[config.mk]
export PLATFORM = sky130hd
export DESIGN_NAME = uart_tx_scheduler
export DESIGN_NICKNAME = d
export VERILOG_FILES = /design/src/rtl/uart_tx_scheduler_pkg.sv /design/src/rtl/tx_byte_fifo.sv /design/src/rtl/uart_tx_scheduler.sv
export SDC_FILE = /design/constraint.sdc
export NUM_CORES = 1
export LEC_CHECK = 0
export BUFFER_PORTS_ARGS = -buffer_cell sky130_fd_sc_hd__buf_2
export CORE_UTILIZATION = 51
export CTS_BUF_LIST = sky130_fd_sc_hd__clkbuf_8
export CTS_CLUSTER_DIAMETER = 80
export DETAILED_ROUTE_END_ITERATION = 16
export PLACE_DENSITY = 0.79
export SYNTH_ARGS = -nofsm -noshare
export SYNTH_HDL_FRONTEND = slang
export SYNTH_SLANG_ARGS = --single-unit
[constraint.sdc]
create_clock -name clk -period 3.4 [get_ports clk]
set_clock_uncertainty 0.15 [all_clocks]
set_input_delay 0.17 -clock clk [delete_from_list [all_inputs] [get_ports clk]]
set_output_delay 0.17 -clock clk [all_outputs]
set_load 0.01 [all_outputs]
[src/rtl/uart_tx_scheduler_pkg.sv]
// Shared peripheral register map and scheduler state encoding for the UART TX scheduler.
package uart_tx_scheduler_pkg;

    localparam logic [31:0] PER_BASE_ADDR     = 32'h4000_0000;
    localparam logic [31:0] PER_GPIO_OUT_ADDR = 32'h4000_0000;
    localparam logic [31:0] PER_GPIO_IN_ADDR  = 32'h4000_0004;
    localparam logic [31:0] PER_TIMER_ADDR    = 32'h4000_0008;
    localparam logic [31:0] PER_TIMER_CMP     = 32'h4000_000C;
    localparam logic [31:0] PER_IRQ_ADDR      = 32'h4000_0010;
    localparam logic [31:0] PER_UART_CON_ADDR = 32'h4000_0014;
    localparam logic [31:0] PER_UART_TXD_ADDR = 32'h4000_0018;
    localparam logic [31:0] PER_UART_RXD_ADDR = 32'h4000_001C;
    localparam logic [31:0] PER_END_ADDR      = 32'h4000_0020;

    typedef enum logic [1:0] {
        ST_IDLE  = 2'd0,
        ST_ARM   = 2'd1,
        ST_DRAIN = 2'd2
    } sched_state_e;

endpackage

[src/rtl/tx_byte_fifo.sv]
// Synchronous byte FIFO; a push while full is ignored, a pop while empty is ignored.
module tx_byte_fifo #(
    parameter int DEPTH = 16
) (
    input  logic                     clk,
    input  logic                     reset,
    input  logic                     push,
    input  logic [7:0]               push_data,
    input  logic                     pop,
    output logic [7:0]               head,
    output logic                     full,
    output logic                     empty,
    output logic [$clog2(DEPTH):0]   level
);
    localparam int AW = $clog2(DEPTH);

    logic [7:0]    mem [DEPTH];
    logic [AW-1:0] wr_ptr;
    logic [AW-1:0] rd_ptr;
    logic [AW:0]   count;
    logic          wr_en;
    logic          rd_en;

    assign full  = (count == (AW+1)'(DEPTH));
    assign empty = (count == '0);
    assign level = count;
    assign head  = mem[rd_ptr];
    assign wr_en = push & ~full;
    assign rd_en = pop & ~empty;

    // Pointers are AW bits wide, so they wrap modulo DEPTH on their own.
    always_ff @(posedge clk) begin
        if (reset) begin
            wr_ptr <= '0;
            rd_ptr <= '0;
            count  <= '0;
        end else begin
            if (wr_en) wr_ptr <= wr_ptr + AW'(1);
            if (rd_en) rd_ptr <= rd_ptr + AW'(1);
            unique case ({wr_en, rd_en})
                2'b10:   count <= count + (AW+1)'(1);
                2'b01:   count <= count - (AW+1)'(1);
                default: count <= count;
            endcase
        end
    end

    always_ff @(posedge clk) begin
        if (wr_en) mem[wr_ptr] <= push_data;
    end

endmodule

[src/rtl/uart_tx_scheduler.sv]
// Queues bytes and writes them to the UART TXD register in bus cycles the CPU leaves free,
// spacing writes so each one lands after the previous TX_EN stretch has expired.
module uart_tx_scheduler
    import uart_tx_scheduler_pkg::*;
#(
    parameter int          DEPTH    = 16,
    parameter int          GUARD    = 330,
    parameter logic [31:0] TXD_ADDR = PER_UART_TXD_ADDR
) (
    input  logic                   clk,
    input  logic                   reset,
    input  logic                   push,
    input  logic [7:0]             push_data,
    output logic                   full,
    output logic [$clog2(DEPTH):0] level,
    input  logic                   sched_en,
    input  logic                   tx_busy,
    input  logic                   clr_flags,
    output logic                   ovf,
    output logic                   tx_miss,
    output logic                   active,
    input  logic                   cpu_rd,
    input  logic                   cpu_wr,
    input  logic [31:0]            cpu_addr,
    input  logic [31:0]            cpu_wdata,
    output logic                   per_rd,
    output logic                   per_wr,
    output logic [31:0]            per_addr,
    output logic [31:0]            per_wdata
);
    localparam int CW = $clog2(GUARD);

    sched_state_e  state_q, state_d;
    logic [CW-1:0] cnt_q, cnt_d;
    logic          seen_q, seen_d;
    logic          miss_set;
    logic          ovf_set;
    logic          issue;
    logic [7:0]    fifo_head;
    logic          fifo_empty;

    tx_byte_fifo #(.DEPTH(DEPTH)) u_fifo (
        .clk       (clk),
        .reset     (reset),
        .push      (push),
        .push_data (push_data),
        .pop       (issue),
        .head      (fifo_head),
        .full      (full),
        .empty     (fifo_empty),
        .level     (level)
    );

    // Reset also gates issue so the bus is pure CPU pass-through while held.
    assign issue   = ~reset & (state_q == ST_IDLE) & sched_en & ~tx_busy
                   & ~cpu_rd & ~cpu_wr & ~fifo_empty;
    assign active  = (state_q != ST_IDLE);
    assign ovf_set = push & full;

    always_ff @(posedge clk) begin
        if (reset) begin
            state_q <= ST_IDLE;
            cnt_q   <= '0;
            seen_q  <= 1'b0;
            ovf     <= 1'b0;
            tx_miss <= 1'b0;
        end else begin
            state_q <= state_d;
            cnt_q   <= cnt_d;
            seen_q  <= seen_d;
            ovf     <= ovf_set | (ovf & ~clr_flags);
            tx_miss <= miss_set | (tx_miss & ~clr_flags);
        end
    end

    always_comb begin
        state_d  = state_q;
        cnt_d    = cnt_q;
        seen_d   = seen_q;
        miss_set = 1'b0;
        unique case (state_q)
            ST_IDLE: begin
                if (issue) begin
                    state_d = ST_ARM;
                    cnt_d   = '0;
                    seen_d  = 1'b0;
                end
            end
            ST_ARM: begin
                // The sender must have reported busy at least once while armed.
                if (cnt_q == CW'(GUARD - 1)) begin
                    state_d  = ST_DRAIN;
                    miss_set = ~(seen_q | tx_busy);
                end else begin
                    cnt_d  = cnt_q + CW'(1);
                    seen_d = seen_q | tx_busy;
                end
            end
            ST_DRAIN: begin
                if (!tx_busy) state_d = ST_IDLE;
            end
            default: state_d = ST_IDLE;
        endcase
    end

    always_comb begin
        per_rd    = cpu_rd;
        per_wr    = cpu_wr;
        per_addr  = cpu_addr;
        per_wdata = cpu_wdata;
        if (issue) begin
            per_rd    = 1'b0;
            per_wr    = 1'b1;
            per_addr  = TXD_ADDR;
            per_wdata = {24'b0, fifo_head};
        end
    end

endmodule

-- After elaboration in Yosys (flattened, before gate mapping)
Memories as Yosys holds them, arrays and structs flattened. A register that Yosys moved wholly into a read port is not among the register bits.
Cells that the tools add are included.
- equality and inequality tests: 10
- mux-type cells: 21
- reduce and logical (&&, ||, !) cells: 7
- $add $sub $neg: 5
- bitwise operators: 22
- operators by type and width (kind ; count):
    32-bit two-way mux ; 2
    9-bit two-way mux ; 2
    9-bit case mux with 2 select lines ; 1
    1-bit AND ; 11
    5-bit case mux with 2 select lines ; 1
    9-bit by 1-bit adder with 9-bit output, second input constant ; 1
    9-bit equality test, second input constant ; 1
    4-bit by 1-bit adder with 4-bit output, second input constant ; 2
    1-bit two-way mux ; 8
    4-bit two-way mux ; 2
    1-bit inverter ; 8
    2-bit two-way mux ; 3
    2-bit != test, second input constant ; 3
    2-bit case mux with 3 select lines ; 1
    3-bit AND reduction ; 2
    2-bit nonzero test ; 3
    5-bit by 1-bit adder with 5-bit output, second input constant ; 1
    5-bit equality test, second input constant ; 1
    5-bit logical NOT ; 1
    5-bit by 1-bit subtractor with 5-bit output, second input constant ; 1
    2-bit by 1-bit equality test with 1-bit output, second input constant ; 2
    2-bit equality test, second input constant ; 2
    1-bit bitwise OR ; 3
    2-bit logical NOT ; 1
    2 further kinds ; 2
- input port bits: 80
- RAM bits: 128
- register bits after elaboration: 27
- memories kept: 1
- memories (memory ; words ; bits a word ; read ports ; clocked after memory_dff ; write ports ; RTL line ; source):
    u_fifo.mem ; 16 ; 8 ; 1 ; 1 ; 1 ; tx_byte_fifo.sv:17 ; logic [7:0] mem [DEPTH];

-- Longest topological paths before layout
Gate-level depths: netlist of run 1.
- word-level depth: 10
- gate-level depth with buffers: 12
- depth with buffers taken out: 9

-- Modules after synthesis
A second synthesis of run 1 with hierarchy kept.
- cell total of the unflattened synthesis: 486
- area total of the unflattened synthesis: 7151.9 µm²
- by module, submodules not included (module ; seq. area each (µm²) ; times used ; cells an instance ; area each (µm²)):
    tx_byte_fifo ; 4184.0 ; 1 ; 330 ; 5891.9
    uart_tx_scheduler ; 280.3 ; 1 ; 156 ; 1260.0

-- Least setup slack after synthesis of run 1
Ideal clock, no wire load.
- path kind: register to register
- start: reg u_fifo.count[0] (netlist: u_fifo.level[0])
- end: reg u_fifo.count[4] (netlist: u_fifo.level[4])
- clock period less this slack: 3.320 ns
- stages on the path, launching flop included: 12
- arrival: 3.049 ns
- data required time: 3.129 ns
- setup slack: 0.080 ns
- path buffers: 2
- library setup time: 0.121 ns
- cells stage by stage: dfxtp_1 -> or4_4 -> o2111ai_4 -> inv_2 -> buf_6 -> buf_6 -> ha_1 -> fa_1 -> a21o_1 -> a21oi_1 -> mux2i_1 -> mux2_2
- cells in the longest elaborated chain, start to end: 6
- elaborated cells between the ends (all ways): 13
- classes of those cells: add/sub (2); eq/ne (3); mux (1); bitwise (5); reduce/logical (2)
- ends and longest elaborated chain (what ; RTL line ; source):
    start, declared ; tx_byte_fifo.sv:20 ; logic [AW:0] count;
    start signal, assigned ; tx_byte_fifo.sv:41 ; 2'b10: count <= count + (AW+1)'(1);
    start signal, assigned ; tx_byte_fifo.sv:42 ; 2'b01: count <= count - (AW+1)'(1);
    start signal, assigned ; tx_byte_fifo.sv:43 ; default: count <= count;
    5-bit logical NOT * ; tx_byte_fifo.sv:25 ; assign empty = (count == '0);
    1-bit inverter * ; tx_byte_fifo.sv:29, uart_tx_scheduler.sv:56 ;
    1-bit AND ; uart_tx_scheduler.sv:56 ; & ~cpu_rd & ~cpu_wr & ~fifo_empty;
    1-bit AND * ; tx_byte_fifo.sv:29 ; assign rd_en = pop & ~empty;
    net u_fifo.rd_en ; tx_byte_fifo.sv:22 ; logic rd_en;
    2-bit by 1-bit equality test with 1-bit output / 2-bit equality test (equally long branches) ; tx_byte_fifo.sv:40 ; unique case ({wr_en, rd_en})
    5-bit case mux with 2 select lines / 2-bit nonzero test (equally long branches) ; - ;
Mark *: on every way through the listed nets, which the timed path passes. The rest lies on a longest branch.
A chain may end at the register's enable or synchronous reset.

-- Worst setup path after layout of run 1
- start: reg u_fifo.count[1] (netlist: u_fifo.level[1])
- end: reg u_fifo.count[4] (netlist: u_fifo.level[4])
- cells in the longest elaborated chain, start to end: 6
- elaborated cells between the ends (all ways): 13
- classes of those cells: add/sub (2); eq/ne (3); mux (1); bitwise (5); reduce/logical (2)
- ends and longest elaborated chain (what ; RTL line):
    5-bit logical NOT ; tx_byte_fifo.sv:25
    1-bit inverter ; tx_byte_fifo.sv:29, uart_tx_scheduler.sv:56
    1-bit AND ; uart_tx_scheduler.sv:56
    1-bit AND ; tx_byte_fifo.sv:29
    2-bit by 1-bit equality test with 1-bit output / 2-bit equality test (equally long branches) ; tx_byte_fifo.sv:40
    5-bit case mux with 2 select lines / 2-bit nonzero test (equally long branches) ; -
Several ways; a longest one is shown, not always the timed one.

==> parameters.txt, run 1 <==
Parameter                              Value

Clock tree
  Number of buffers created by CTS    17
  Clock tree root buffer cell    sky130_fd_sc_hd__clkbuf_8
  Clock-pin transition on the worst setup and hold timing paths    0.08 ns
  # hold bufs at CTS    12
  Post-cts resize count    0
  H-tree level count    4
  Post-CTS Repair Setup Buffers    0
  Clock latency on the worst-skew pair    0.43 ns
  Clock tree from TritonCTS    built
  CTS Sinks    159
  CTS Buffer Depth    2

Yosys
  Top_reg_cell synth    sky130_fd_sc_hd__edfxtp_1
  Fraction of synthesized cell area taken by the top area cell type    55.6%
  Synth Net Count    between 500 and 600
  Fraction of the mapped netlist area in compound gates    5.81%
  Number of enable flip-flop cells after synthesis    128
  Most frequent cells after synthesis    sky130_fd_sc_hd__edfxtp_1, sky130_fd_sc_hd__and2_1, sky130_fd_sc_hd__nor2_1, sky130_fd_sc_hd__mux4_2, sky130_fd_sc_hd__dfxtp_1
  Number of storage elements in the synthesis netlist    159
  Cell taking the most area after synthesis    sky130_fd_sc_hd__edfxtp_1
  Post-synthesis cell count    roughly 460
  Post-synthesis share of cell area spent on and, or, nand and nor gates    11.6%
  Sequential area share after synthesis    between 60% and 70%
  Async set-reset flop share out of synthesis    0%
  Synthesized area per cell    15.1 um^2
  Portion of netlist area occupied by mux cells    12.2%
  Cell area after technology mapping    6920 um^2
  Combinational family with the most area after synthesis    multiplexers
  Top cells by area in the synthesized netlist    sky130_fd_sc_hd__edfxtp_1, sky130_fd_sc_hd__mux4_2, sky130_fd_sc_hd__dfxtp_1, sky130_fd_sc_hd__and2_1, sky130_fd_sc_hd__nor2_1
  Count of different cell masters after synthesis    43
  Total number of yosys warnings    0
  XOR/XNOR share of the synthesized area    1.14%
  Most common cell in the synthesized netlist    sky130_fd_sc_hd__edfxtp_1
  Share of synthesized cell area in full adder, half adder and majority cells    2.28%

STA
  Setup ws final    0.297 ns
  Number of endpoints with negative hold slack in the final report    0
  Max-slew headroom at the worst pin    38.2%
  Crit path time final    just over 3 ns
  Aggregate negative setup slack    0 ns
  Highest achievable clock rate    322 MHz
  Number of slew-limit violations in the final report    0
  Transition at the pin with the smallest max-transition slack    between 0.9 and 1 ns
  Setup-failing EPs final    0
  Final worst-path cycle share    91.3%
  RSZ-0062 raised after global routing    no

Placement
  Detail Placement HPWL    11,500 um
  Buffers on Ports    approximately 150
  Final Wtd Congestion    about 0.9
  Setup slack after placement    0.310 ns

Global routing
  Overall Global Routing Usage    24.0%
  GR Overflow Total    0
  Number of global-route vias before repair    4,694
  First-pass GRT wire length    24,300 um
  Antenna violations before repair    0
  Largest net degree at the start of global routing    69

Drt
  Vias/cell    5.53
  Initial DRT Pass Iterations    5
  Average wire per cell in the routed design    19.5 um
  Number of design rule violations left after detail routing    0
  Vias    4,515
  Number of nets with antenna violations after routing    0
  Final Routed Wirelength    16,000 um
  Number of DRC markers after the initial detailed-route iteration    between 300 and 400

Power and ir drop
  Peak supply drop    226 uV
  Areal power density over the cells    437 nW/um^2
  Leakage dissipation    3.06 nW
  Overall power of the completed layout    between 0.003 and 0.004 W

Floorplanning
  Die area    roughly 14,000 um^2
  Number of ports placed on the die boundary    155
  Initial core utilization    between 50% and 60%
  Die W    118 um
  Core area    between 10,000 and 15,000 um^2
  Rows    42
  Vertical die dimension    118 um

Layout
  Number of filler instances in the final layout    990
  Fin nets    720
  Layout Area Growth over Synthesis    20.3%
  Final cell utilization of the core    about 63%
  Number of diodes    0
  Fraction of layout cells with a size suffix above 1    approximately 38%

Critical path
  Worst r2r dst    u_fifo.level[4]
  Type of the worst setup path    flop to flop
  Worst reg2reg setup slack    a little under 0.3 ns
  Worst setup EP type    flop
  Launching point of the worst reg2reg path    u_fifo.level[1]
  Data required time at the worst endpoint    between 3 and 4 ns
  Highest fanout seen on the critical path    6
  Worst Reg-to-Reg Cells    9
  Crit path DAT    3.28 ns
  Crit path from    u_fifo.level[1]
  Sort of element at the start of the critical path    flop

Hold path
  Worst Hold Depth    3
  Hold_sp    reset
  WHS Endpoint    u_fifo.rd_ptr[0]
  Class of the most critical hold timing path    primary input to flop

Status
  Outcome    complete, no violations

Job
  Count of maximum capacitance violations    0
==> how the worst max path moves through the flow <==
| stage | slack, ns | depth (start not counted) | to |
|---|---|---|---|
| finish | 0.30 | 9 | u_fifo.level[4] |
| floorplan | 0.08 | 11 | u_fifo.level[4] |
| CTS | 0.29 | 7 | per_wdata[7] |
| detailed placement | 0.31 | 9 | u_fifo.level[4] |
| global placement | 0.38 | 9 | u_fifo.level[4] |
| global route | 0.17 | 9 | u_fifo.level[4] |
==> registers in the layout (all words and copies together), names as in the netlist, named ones only <==
register	count
u_fifo.wr_ptr	4
ovf	1
u_fifo.level	5
seen_q	1
u_fifo.mem	128
cnt_q	9
tx_miss	1
state_q	2
u_fifo.rd_ptr	4
==> metrics by stage <==
| stage | cells | area, um^2 | hold WS, ns |
|---|---|---|---|
| floorplan | 459 | 6920 | 0.119 |
| global placement | 773 | 7860 | 0.305 |
| detailed placement | 773 | 7860 | 0.322 |
| CTS | 817 | 8320 | 0.0240 |
| global route | 817 | 8320 | 0.0501 |
| finish | 817 | 8320 | 0.0624 |
==> cell usage in the layout, fill, tap and decap left out, types with 2 or more instances in the layout <==
cell type / instances
sky130_fd_sc_hd__buf_2: 154
sky130_fd_sc_hd__edfxtp_1: 128
sky130_fd_sc_hd__and2_1: 54
sky130_fd_sc_hd__nor2_1: 40
sky130_fd_sc_hd__mux4_2: 32
sky130_fd_sc_hd__dfxtp_1: 30
sky130_fd_sc_hd__clkbuf_8: 18
sky130_fd_sc_hd__a21oi_1: 16
sky130_fd_sc_hd__nand2b_1: 12
sky130_fd_sc_hd__nand2_1: 12
sky130_fd_sc_hd__dlygate4sd3_1: 12
sky130_fd_sc_hd__mux2i_1: 11
sky130_fd_sc_hd__ha_1: 11
sky130_fd_sc_hd__buf_4: 11
sky130_fd_sc_hd__inv_1: 9
sky130_fd_sc_hd__o22ai_1: 8
sky130_fd_sc_hd__a221oi_2: 8
sky130_fd_sc_hd__nand3_1: 7
sky130_fd_sc_hd__nor3_1: 6
sky130_fd_sc_hd__xor2_1: 6
sky130_fd_sc_hd__clkinv_2: 5
sky130_fd_sc_hd__clkinvlp_4: 5
sky130_fd_sc_hd__or3_1: 4
sky130_fd_sc_hd__nor2b_1: 3
sky130_fd_sc_hd__o211ai_1: 3
sky130_fd_sc_hd__a21o_1: 3
sky130_fd_sc_hd__o21ai_0: 3
sky130_fd_sc_hd__a311oi_1: 3
sky130_fd_sc_hd__xnor2_1: 3
sky130_fd_sc_hd__nor4bb_1: 2
sky130_fd_sc_hd__nand3b_1: 2
sky130_fd_sc_hd__o31ai_1: 2
sky130_fd_sc_hd__and3_1: 2
sky130_fd_sc_hd__or4_1: 2
==> layout make-up <==
class / count / area, um^2 / area share, %
flip-flops and latches: 159 / 4470 / 53.7
multi-input cells: 264 / 2280 / 27.4
repair buffers: 177 / 973 / 11.7
clock buffers: 18 / 248 / 2.98
well taps: 176 / 220 / 2.65
clock inverters: 14 / 95.1 / 1.14
inverters: 9 / 33.8 / 0.406
==> routing by layer <==
layer  GRT usage, %  wire length (um)
met5              0                 0
met1           24.5              5530
met4           14.5               710
met3           5.45              1020
met2           44.4              8690
==> report_power, final <==
group	leakage (nW)	switching, W	internal [W]	total (W)
clock	0.170	0.000679	0.000521	0.00120
sequential	1.41	0.0000124	0.00212	0.00214
combinational	1.49	0.000163	0.000139	0.000302
total	3.06	0.000855	0.00278	0.00364
==> cells by family (layout without fill, tap and decap cells) <==
logic type	Yosys count	after routing
flops	159	159
simple gates	149	149
compound gates	50	50
mux	44	44
buf+inv	36	218
fa+ha+maj	12	12
xor+xnor	9	9
==> critical path: stages (launching register included) <==
cell	delay, ns
sky130_fd_sc_hd__dfxtp_1	0.37
sky130_fd_sc_hd__or4_4	0.59
sky130_fd_sc_hd__o2111ai_4	0.22
sky130_fd_sc_hd__inv_2	0.05
sky130_fd_sc_hd__ha_1	0.29
sky130_fd_sc_hd__fa_1	0.43
sky130_fd_sc_hd__a21o_1	0.17
sky130_fd_sc_hd__a21oi_1	0.17
sky130_fd_sc_hd__mux2i_1	0.21
sky130_fd_sc_hd__mux2_2	0.34
(Power assumes the default switching activity.)
==> run 2, diff against run 1 <==
--- a/config.mk
+++ b/config.mk
@@ -6,11 +6,12 @@
 export NUM_CORES = 1
 export LEC_CHECK = 0
 export BUFFER_PORTS_ARGS = -buffer_cell sky130_fd_sc_hd__buf_2
-export CORE_UTILIZATION = 51
+export CORE_UTILIZATION = 50
 export CTS_BUF_LIST = sky130_fd_sc_hd__clkbuf_8
 export CTS_CLUSTER_DIAMETER = 80
 export DETAILED_ROUTE_END_ITERATION = 16
-export PLACE_DENSITY = 0.79
+export PLACE_DENSITY = 0.78
+export SLEW_MARGIN = 20
 export SYNTH_ARGS = -nofsm -noshare
 export SYNTH_HDL_FRONTEND = slang
 export SYNTH_SLANG_ARGS = --single-unit
==> parameters.txt, run 2 (same netlist as run 1, synthesis figures left out) <==
Parameter                              Value

Status
  Outcome    complete, no violations

Layout
  Area of combinational cells with multiple inputs    2290 um^2 (+0.22%)
  Commonest non-fill, non-tap cells in the layout    sky130_fd_sc_hd__buf_2, sky130_fd_sc_hd__edfxtp_1, sky130_fd_sc_hd__and2_1, sky130_fd_sc_hd__nor2_1, sky130_fd_sc_hd__mux4_2
  Flip-flop and latch area    4470 um^2 (unchanged)
  Layout Area Growth over Synthesis    20.7%
  Register bank with the most flops    u_fifo.mem
  Fin nets    718 (-0.28%)
  Number of filler instances in the final layout    1,037 (+4.7%)
  Most common cell after layout, fill and taps aside    sky130_fd_sc_hd__buf_2
  Flip-flop count of the largest register after layout    128 (unchanged)
  Fraction of layout cells with a size suffix above 1    36.9% (-0.82 points)

Critical path
  Kind of cell adding the most delay to the critical path    adder cells
  Worst reg2reg setup slack    0.28 ns (-0.02 ns)
  Sort of element at the start of the critical path    flop
  Worst r2r dst    u_fifo.level[4]
  Crit path buffers/inverters    1 (unchanged)
  Type of the worst setup path    flop to flop
  Worst Reg-to-Reg Cells    9 (unchanged)
  Launching point of the worst reg2reg path    u_fifo.level[1]
  Max stage delay cell, worst path    sky130_fd_sc_hd__or4_4
  Data required time at the worst endpoint    3.58 ns (about the same)
  Sequence of cells on the critical path    or4_4, o2111ai_4, inv_2, ha_1, fa_1, a21o_1, a21oi_1, mux2i_1, mux2_2
  Largest stage delay, worst path    0.58 ns (about the same)
  Worst setup EP type    flop
  Crit path DAT    3.31 ns (+0.03 ns)
  Highest fanout seen on the critical path    6 (unchanged)

Drt
  Number of DRC markers after the initial detailed-route iteration    253 (-32%)
  Initial DRT Pass Iterations    4 (-1)
  Final Routed Wirelength    15,900 um (-0.21%)
  Number of nets with antenna violations after routing    0 (unchanged)
  Vias    4,461 (-1.2%)
  Number of design rule violations left after detail routing    0 (unchanged)
  Average wire per cell in the routed design    19.5 um (-0.21%)
  Vias/cell    5.46 (-1.2%)

Placement
  Detail Placement HPWL    11,600 um (+0.75%)
  Final Wtd Congestion    0.958 (+4.7%)
  Buffers on Ports    154 (unchanged)

Job
  Count of maximum capacitance violations    0 (unchanged)

Power and ir drop
  Areal power density over the cells    445 nW/um^2 (+1.8%)
  Leakage dissipation    3.07 nW (+0.34%)
  Peak supply drop    279 uV (+24%)

Clock tree
  Post-cts resize count    0 (unchanged)
  # hold bufs at CTS    12 (unchanged)
  Post-CTS Repair Setup Buffers    0 (unchanged)
  CTS Buffer Depth    2 (unchanged)
  Clock tree root buffer cell    sky130_fd_sc_hd__clkbuf_8
  CTS Sinks    159 (unchanged)
  Clock-pin transition on the worst setup and hold timing paths    0.08 ns (about the same)
  Number of buffers created by CTS    17 (unchanged)
  Clock tree from TritonCTS    built
  H-tree level count    4 (unchanged)
  Clock latency on the worst-skew pair    0.44 ns (about the same)

STA
  Final worst-path cycle share    91.9% (+0.64 points)
  Number of slew-limit violations in the final report    0 (unchanged)
  Max-slew headroom at the worst pin    36.5% (-1.7 points)
  Aggregate negative setup slack    0 ns (unchanged)
  RSZ-0062 raised after global routing    no
  Setup-failing EPs final    0 (unchanged)
  Highest achievable clock rate    320 MHz (-0.69%)
  Number of endpoints with negative hold slack in the final report    0 (unchanged)
  Worst hold slack    0.0961 ns (+0.0337 ns)
  Transition at the pin with the smallest max-transition slack    0.949 ns (+0.0250 ns)
  Crit path time final    3.12 ns (+0.0217 ns)

Hold path
  Class of the most critical hold timing path    primary input to flop
  WHS Endpoint    ovf
  Worst Hold Depth    3 (unchanged)
  Hold_sp    reset

Floorplanning
  Rows    42 (unchanged)
  Initial core utilization    51.8% (-0.41 points)
  Core area    13,300 um^2 (+0.79%)
  Number of ports placed on the die boundary    155 (unchanged)
  Die area    14,300 um^2 (+2.0%)
  Die W    120 um (+0.98%)
  Vertical die dimension    120 um (+0.98%)

Global routing
  Number of global-route vias before repair    4,654 (-0.85%)
  First-pass GRT wire length    25,100 um (+3.1%)
  Antenna violations before repair    3 (+3)
  GR Overflow Total    0 (unchanged)
  Overall Global Routing Usage    23.9% (-0.070 points)
  Largest net degree at the start of global routing    69 (unchanged)
-- run 2: cell types whose count changed in the layout (fill, tap and decap cells not counted), sizes merged --
cell	change
buf	-2
bufinv	+2
diode	+2
clkbuf	-1
clkinvlp	-1
-- run 2: worst max path at each step --
stage / depth (start not counted) / start / endpoint / slack, ns
floorplan: 11 / u_fifo.level[0] / u_fifo.level[4] / 0.08
global placement: 9 / u_fifo.level[1] / u_fifo.level[4] / 0.37
detailed placement: 9 / u_fifo.level[1] / u_fifo.level[4] / 0.30
CTS: 7 / u_fifo.level[1] / per_wdata[7] / 0.27
global route: 9 / u_fifo.level[1] / u_fifo.level[4] / 0.07
finish: 9 / u_fifo.level[1] / u_fifo.level[4] / 0.28
-- run 2: report_power, final --
group / switching [W] / internal [W] / total [W]
Sequential: 0.0000123 / 0.00212 / 0.00214
Clock: 0.000649 / 0.000633 / 0.00128
Combinational: 0.000160 / 0.000138 / 0.000298
-- run 2: final cells by class --
| type | instances | share of cell area, % |
|---|---|---|
| tap | 176 | 2.64 |
| inverter | 9 | 0.405 |
| clock inverter | 15 | 1.57 |
| sequential | 159 | 53.5 |
| antenna | 2 | 0.0599 |
| clock buffer | 17 | 2.80 |
| timing repair buffer | 175 | 11.6 |
| multi-input combinational | 264 | 27.4 |
-- run 2: through the flow --
step / utilization, % / setup WS (ns) / cells / total power (W) / cell area, um^2
finish: 62.6 / 0.276 / 817 / 0.00372 / 8350
global route: 62.6 / 0.0739 / 817 / 0.00386 / 8350
CTS: 62.5 / 0.274 / 815 / 0.00375 / 8340
detailed placement: 58.9 / 0.297 / 771 / 0.00247 / 7860
global placement: 58.8 / 0.369 / 771 / 0.00246 / 7850
floorplan: - / 0.0799 / 459 / 0.00232 / 6920
-- run 2: worst min-delay path, cell delays in order --
cell                     delay, ns
sky130_fd_sc_hd__buf_2        0.13
sky130_fd_sc_hd__buf_4        0.23
sky130_fd_sc_hd__nor2_1       0.12
-- run 2: per-layer routing --
| metal | global-route usage (%) | vias up | share of wire [%] |
|---|---|---|---|
| met2 | 43.1 | 187 | 53 |
| met4 | 9.53 | 2 | 2.8 |
| met5 | 0 | - | 0.050 |
| li1 | - | 2067 | - |
| met3 | 5.51 | 22 | 5.9 |
| met1 | 27.4 | 2183 | 38 |
==> run 3, diff against run 2 <==
--- a/config.mk
+++ b/config.mk
@@ -5,12 +5,13 @@
 export SDC_FILE = /design/constraint.sdc
 export NUM_CORES = 1
 export LEC_CHECK = 0
+export ABC_AREA = 1
 export BUFFER_PORTS_ARGS = -buffer_cell sky130_fd_sc_hd__buf_2
 export CORE_UTILIZATION = 50
 export CTS_BUF_LIST = sky130_fd_sc_hd__clkbuf_8
 export CTS_CLUSTER_DIAMETER = 80
 export DETAILED_ROUTE_END_ITERATION = 16
-export PLACE_DENSITY = 0.78
+export PLACE_DENSITY = 0.77
 export SLEW_MARGIN = 20
 export SYNTH_ARGS = -nofsm -noshare
 export SYNTH_HDL_FRONTEND = slang
==> parameters.txt, run 3 <==
Parameter                              Value

Clock tree
  CTS Buffer Depth    2 (unchanged)
  Clock tree from TritonCTS    built
  Clock latency on the worst-skew pair    0.46 ns (+0.02 ns)
  Clock-pin transition on the worst setup and hold timing paths    0.08 ns (about the same)
  Clock tree root buffer cell    sky130_fd_sc_hd__clkbuf_8
  CTS Sinks    159 (unchanged)
  H-tree level count    4 (unchanged)
  Post-CTS Repair Setup Buffers    0 (unchanged)
  Number of buffers created by CTS    17 (unchanged)

STA
  Transition at the pin with the smallest max-transition slack    1.12 ns (+0.169 ns)
  Setup ws final    0.618 ns (+0.343 ns)
  Final worst-path cycle share    81.8% (-10 points)
  RSZ-0062 raised after global routing    no
  Max-slew headroom at the worst pin    25.4% (-11 points)
  Aggregate negative setup slack    0 ns (unchanged)
  Number of endpoints with negative hold slack in the final report    0 (unchanged)
  Number of slew-limit violations in the final report    0 (unchanged)
  Setup-failing EPs final    0 (unchanged)
  Crit path time final    2.78 ns (-0.343 ns)
  Highest achievable clock rate    359 MHz (+12%)

Layout
  Area of combinational cells with multiple inputs    2330 um^2 (+1.7%)
  Layout Area Growth over Synthesis    18.8%
  Fraction of layout cells with a size suffix above 1    21.1% (-16 points)
  Number of filler instances in the final layout    1,154 (+11%)
  Flip-flop and latch area    4470 um^2 (unchanged)
  Register bank with the most flops    u_fifo.mem
  Fin nets    1,052 (+47%)
  Most common cell after layout, fill and taps aside    sky130_fd_sc_hd__nand2_1
  Final cell utilization of the core    61.9% (-0.62 points)
  Flip-flop count of the largest register after layout    128 (unchanged)
  Commonest non-fill, non-tap cells in the layout    sky130_fd_sc_hd__nand2_1, sky130_fd_sc_hd__buf_2, sky130_fd_sc_hd__edfxtp_1, sky130_fd_sc_hd__nand3_1, sky130_fd_sc_hd__nor2_1
  Number of diodes    0 (-2)

Critical path
  Sort of element at the start of the critical path    flop
  Type of the worst setup path    flop to output port
  Highest fanout seen on the critical path    32 (+26)
  Data required time at the worst endpoint    3.08 ns (-0.50 ns)
  Worst setup EP type    output port
  Launching point of the worst reg2reg path    state_q[1]
  Crit path DAT    2.46 ns (-0.85 ns)

Yosys
  Top_reg_cell synth    sky130_fd_sc_hd__edfxtp_1
  Async set-reset flop share out of synthesis    0% (unchanged)
  Synthesized area per cell    9.16 um^2 (-39%)
  Cell taking the most area after synthesis    sky130_fd_sc_hd__edfxtp_1
  Sequential area share after synthesis    60.7% (-3.8 points)
  Number of storage elements in the synthesis netlist    159 (unchanged)
  Most frequent cells after synthesis    sky130_fd_sc_hd__nand2_1, sky130_fd_sc_hd__edfxtp_1, sky130_fd_sc_hd__nand3_1, sky130_fd_sc_hd__nor2_1, sky130_fd_sc_hd__inv_1
  Count of different cell masters after synthesis    23 (-47%)
  Cell area after technology mapping    7350 um^2 (+6.3%)
  Most common cell in the synthesized netlist    sky130_fd_sc_hd__nand2_1
  Total number of yosys warnings    0 (unchanged)
  Number of enable flip-flop cells after synthesis    128 (unchanged)
  Fraction of synthesized cell area taken by the top area cell type    52.3% (-3.3 points)
  Synth Net Count    894 (+62%)
  Top cells by area in the synthesized netlist    sky130_fd_sc_hd__edfxtp_1, sky130_fd_sc_hd__nand2_1, sky130_fd_sc_hd__dfxtp_1, sky130_fd_sc_hd__nand3_1, sky130_fd_sc_hd__nor2_1
  Post-synthesis cell count    802 (+75%)

Power and ir drop
  Areal power density over the cells    446 nW/um^2 (+0.24%)
  Leakage dissipation    3.85 nW (+25%)
  Peak supply drop    246 uV (-12%)

Global routing
  Overall Global Routing Usage    23.0% (-0.87 points)
  First-pass GRT wire length    25,900 um (+3.4%)
  Largest net degree at the start of global routing    63 (-8.7%)
  GR Overflow Total    0 (unchanged)
  Antenna violations before repair    0 (-3)
  Number of global-route vias before repair    5,091 (+9.4%)

Floorplanning
  Core area    14,100 um^2 (+5.6%)
  Die area    15,200 um^2 (+6.2%)
  Vertical die dimension    123 um (+3.0%)
  Number of ports placed on the die boundary    155 (unchanged)
  Initial core utilization    52.1% (+0.33 points)
  Die W    123 um (+3.0%)
  Rows    43 (+2.4%)

Drt
  Vias    5,962 (+34%)
  Average wire per cell in the routed design    14.9 um (-23%)
  Initial DRT Pass Iterations    5 (+1)
  Number of design rule violations left after detail routing    0 (unchanged)
  Vias/cell    5.17 (-5.3%)
  Number of nets with antenna violations after routing    0 (unchanged)
  Final Routed Wirelength    17,200 um (+8.1%)
  Number of DRC markers after the initial detailed-route iteration    577 (+130%)

Job
  Count of maximum capacitance violations    0 (unchanged)

Placement
  Setup slack after placement    1.02 ns (+0.719 ns)
  Final Wtd Congestion    0.768 (-20%)
  Buffers on Ports    154 (unchanged)
  Detail Placement HPWL    11,100 um (-3.9%)

Hold path
  Hold_sp    sched_en
  Class of the most critical hold timing path    primary input to flop

Status
  Outcome    complete, no violations
run 3: cell count changes in the layout (fill, tap and decap cells not counted), moves of 5 or more:
| cell | before | now |
|---|---|---|
| sky130_fd_sc_hd__o22ai_1 | 8 | 0 |
| sky130_fd_sc_hd__mux2i_1 | 11 | 0 |
| sky130_fd_sc_hd__o21ai_0 | 3 | 10 |
| sky130_fd_sc_hd__nand2_1 | 12 | 244 |
| sky130_fd_sc_hd__nand2b_1 | 12 | 0 |
| sky130_fd_sc_hd__nor3_1 | 5 | 0 |
| sky130_fd_sc_hd__mux4_2 | 32 | 0 |
| sky130_fd_sc_hd__inv_6 | 0 | 6 |
| sky130_fd_sc_hd__inv_1 | 11 | 86 |
| sky130_fd_sc_hd__a21oi_1 | 16 | 26 |
| sky130_fd_sc_hd__nor2_1 | 40 | 88 |
| sky130_fd_sc_hd__a221oi_2 | 8 | 0 |
| sky130_fd_sc_hd__and2_1 | 54 | 0 |
| sky130_fd_sc_hd__nand3_1 | 7 | 114 |
run 3: worst paths after layout:
path / to / depth (start not counted) / slack [ns]
setup / recovery: per_wdata[1] / 9 / 0.62
hold / removal: flop / 6 / 0.26
setup reg to reg: u_fifo.level[4] / 12 / 1.08
hold reg to reg: seen_q / 2 / 0.34
run 3: logic make-up after synthesis:
group | after synthesis | synth area share [%]
simple gates | 461 | 26.1
flops | 159 | 60.7
buf+inv | 126 | 7.59
compound gates | 36 | 2.45
fa+ha+maj | 12 | 2.15
xor+xnor | 8 | 0.953
run 3: per-stage QoR:
stage               total power (W)  area, um^2  hold WS [ns]  instances
finish                      0.00389        8730         0.263       1153
global placement            0.00249        8180         0.291       1107
floorplan                   0.00235        7350         0.119        802
global route                0.00403        8730         0.315       1153
CTS                         0.00390        8730         0.256       1153
detailed placement          0.00249        8180         0.291       1107
run 3: area by class of cell:
class | instances | area share [%]
Clock buffer | 17 | 2.68
Clock inverter | 15 | 1.98
Inverter | 89 | 3.83
Multi-Input combinational cell | 517 | 26.7
Sequential cell | 159 | 51.2
Tap cell | 180 | 2.58
Timing Repair Buffer | 176 | 11.1
run 3: layer usage:
layer / global-route usage (%) / vias to the layer above / share of wire [%]
met1: 30.5 / 2731 / 41
met3: 4.06 / 34 / 8.0
met4: 8.13 / 0 / 2.3
met2: 38.3 / 281 / 49
li1: - / 2916 / -
met5: 0 / - / 0
run 3: power by group:
part | internal (W) | switching, W
clock | 0.000676 | 0.000758
combinational | 0.000128 | 0.000194
sequential | 0.00212 | 0.0000151
total | 0.00293 | 0.000967
run 3: worst max-delay path: stages (launching register included):
cell and delay [ns]:
sky130_fd_sc_hd__dfxtp_1 0.32, sky130_fd_sc_hd__inv_1 0.80, sky130_fd_sc_hd__nand3_1 0.21, sky130_fd_sc_hd__nand3_1 0.15, sky130_fd_sc_hd__nand2_1 0.07, sky130_fd_sc_hd__nand2_1 0.11
sky130_fd_sc_hd__nand2_1 0.09, sky130_fd_sc_hd__nand2_1 0.06, sky130_fd_sc_hd__nand2_1 0.05, sky130_fd_sc_hd__buf_2 0.13
run 3: what timing repair did:
item,in CTS,in global routing
gates resized for setup,0,0
hold buffers,14,0
endpoints found under the hold margin,142,0
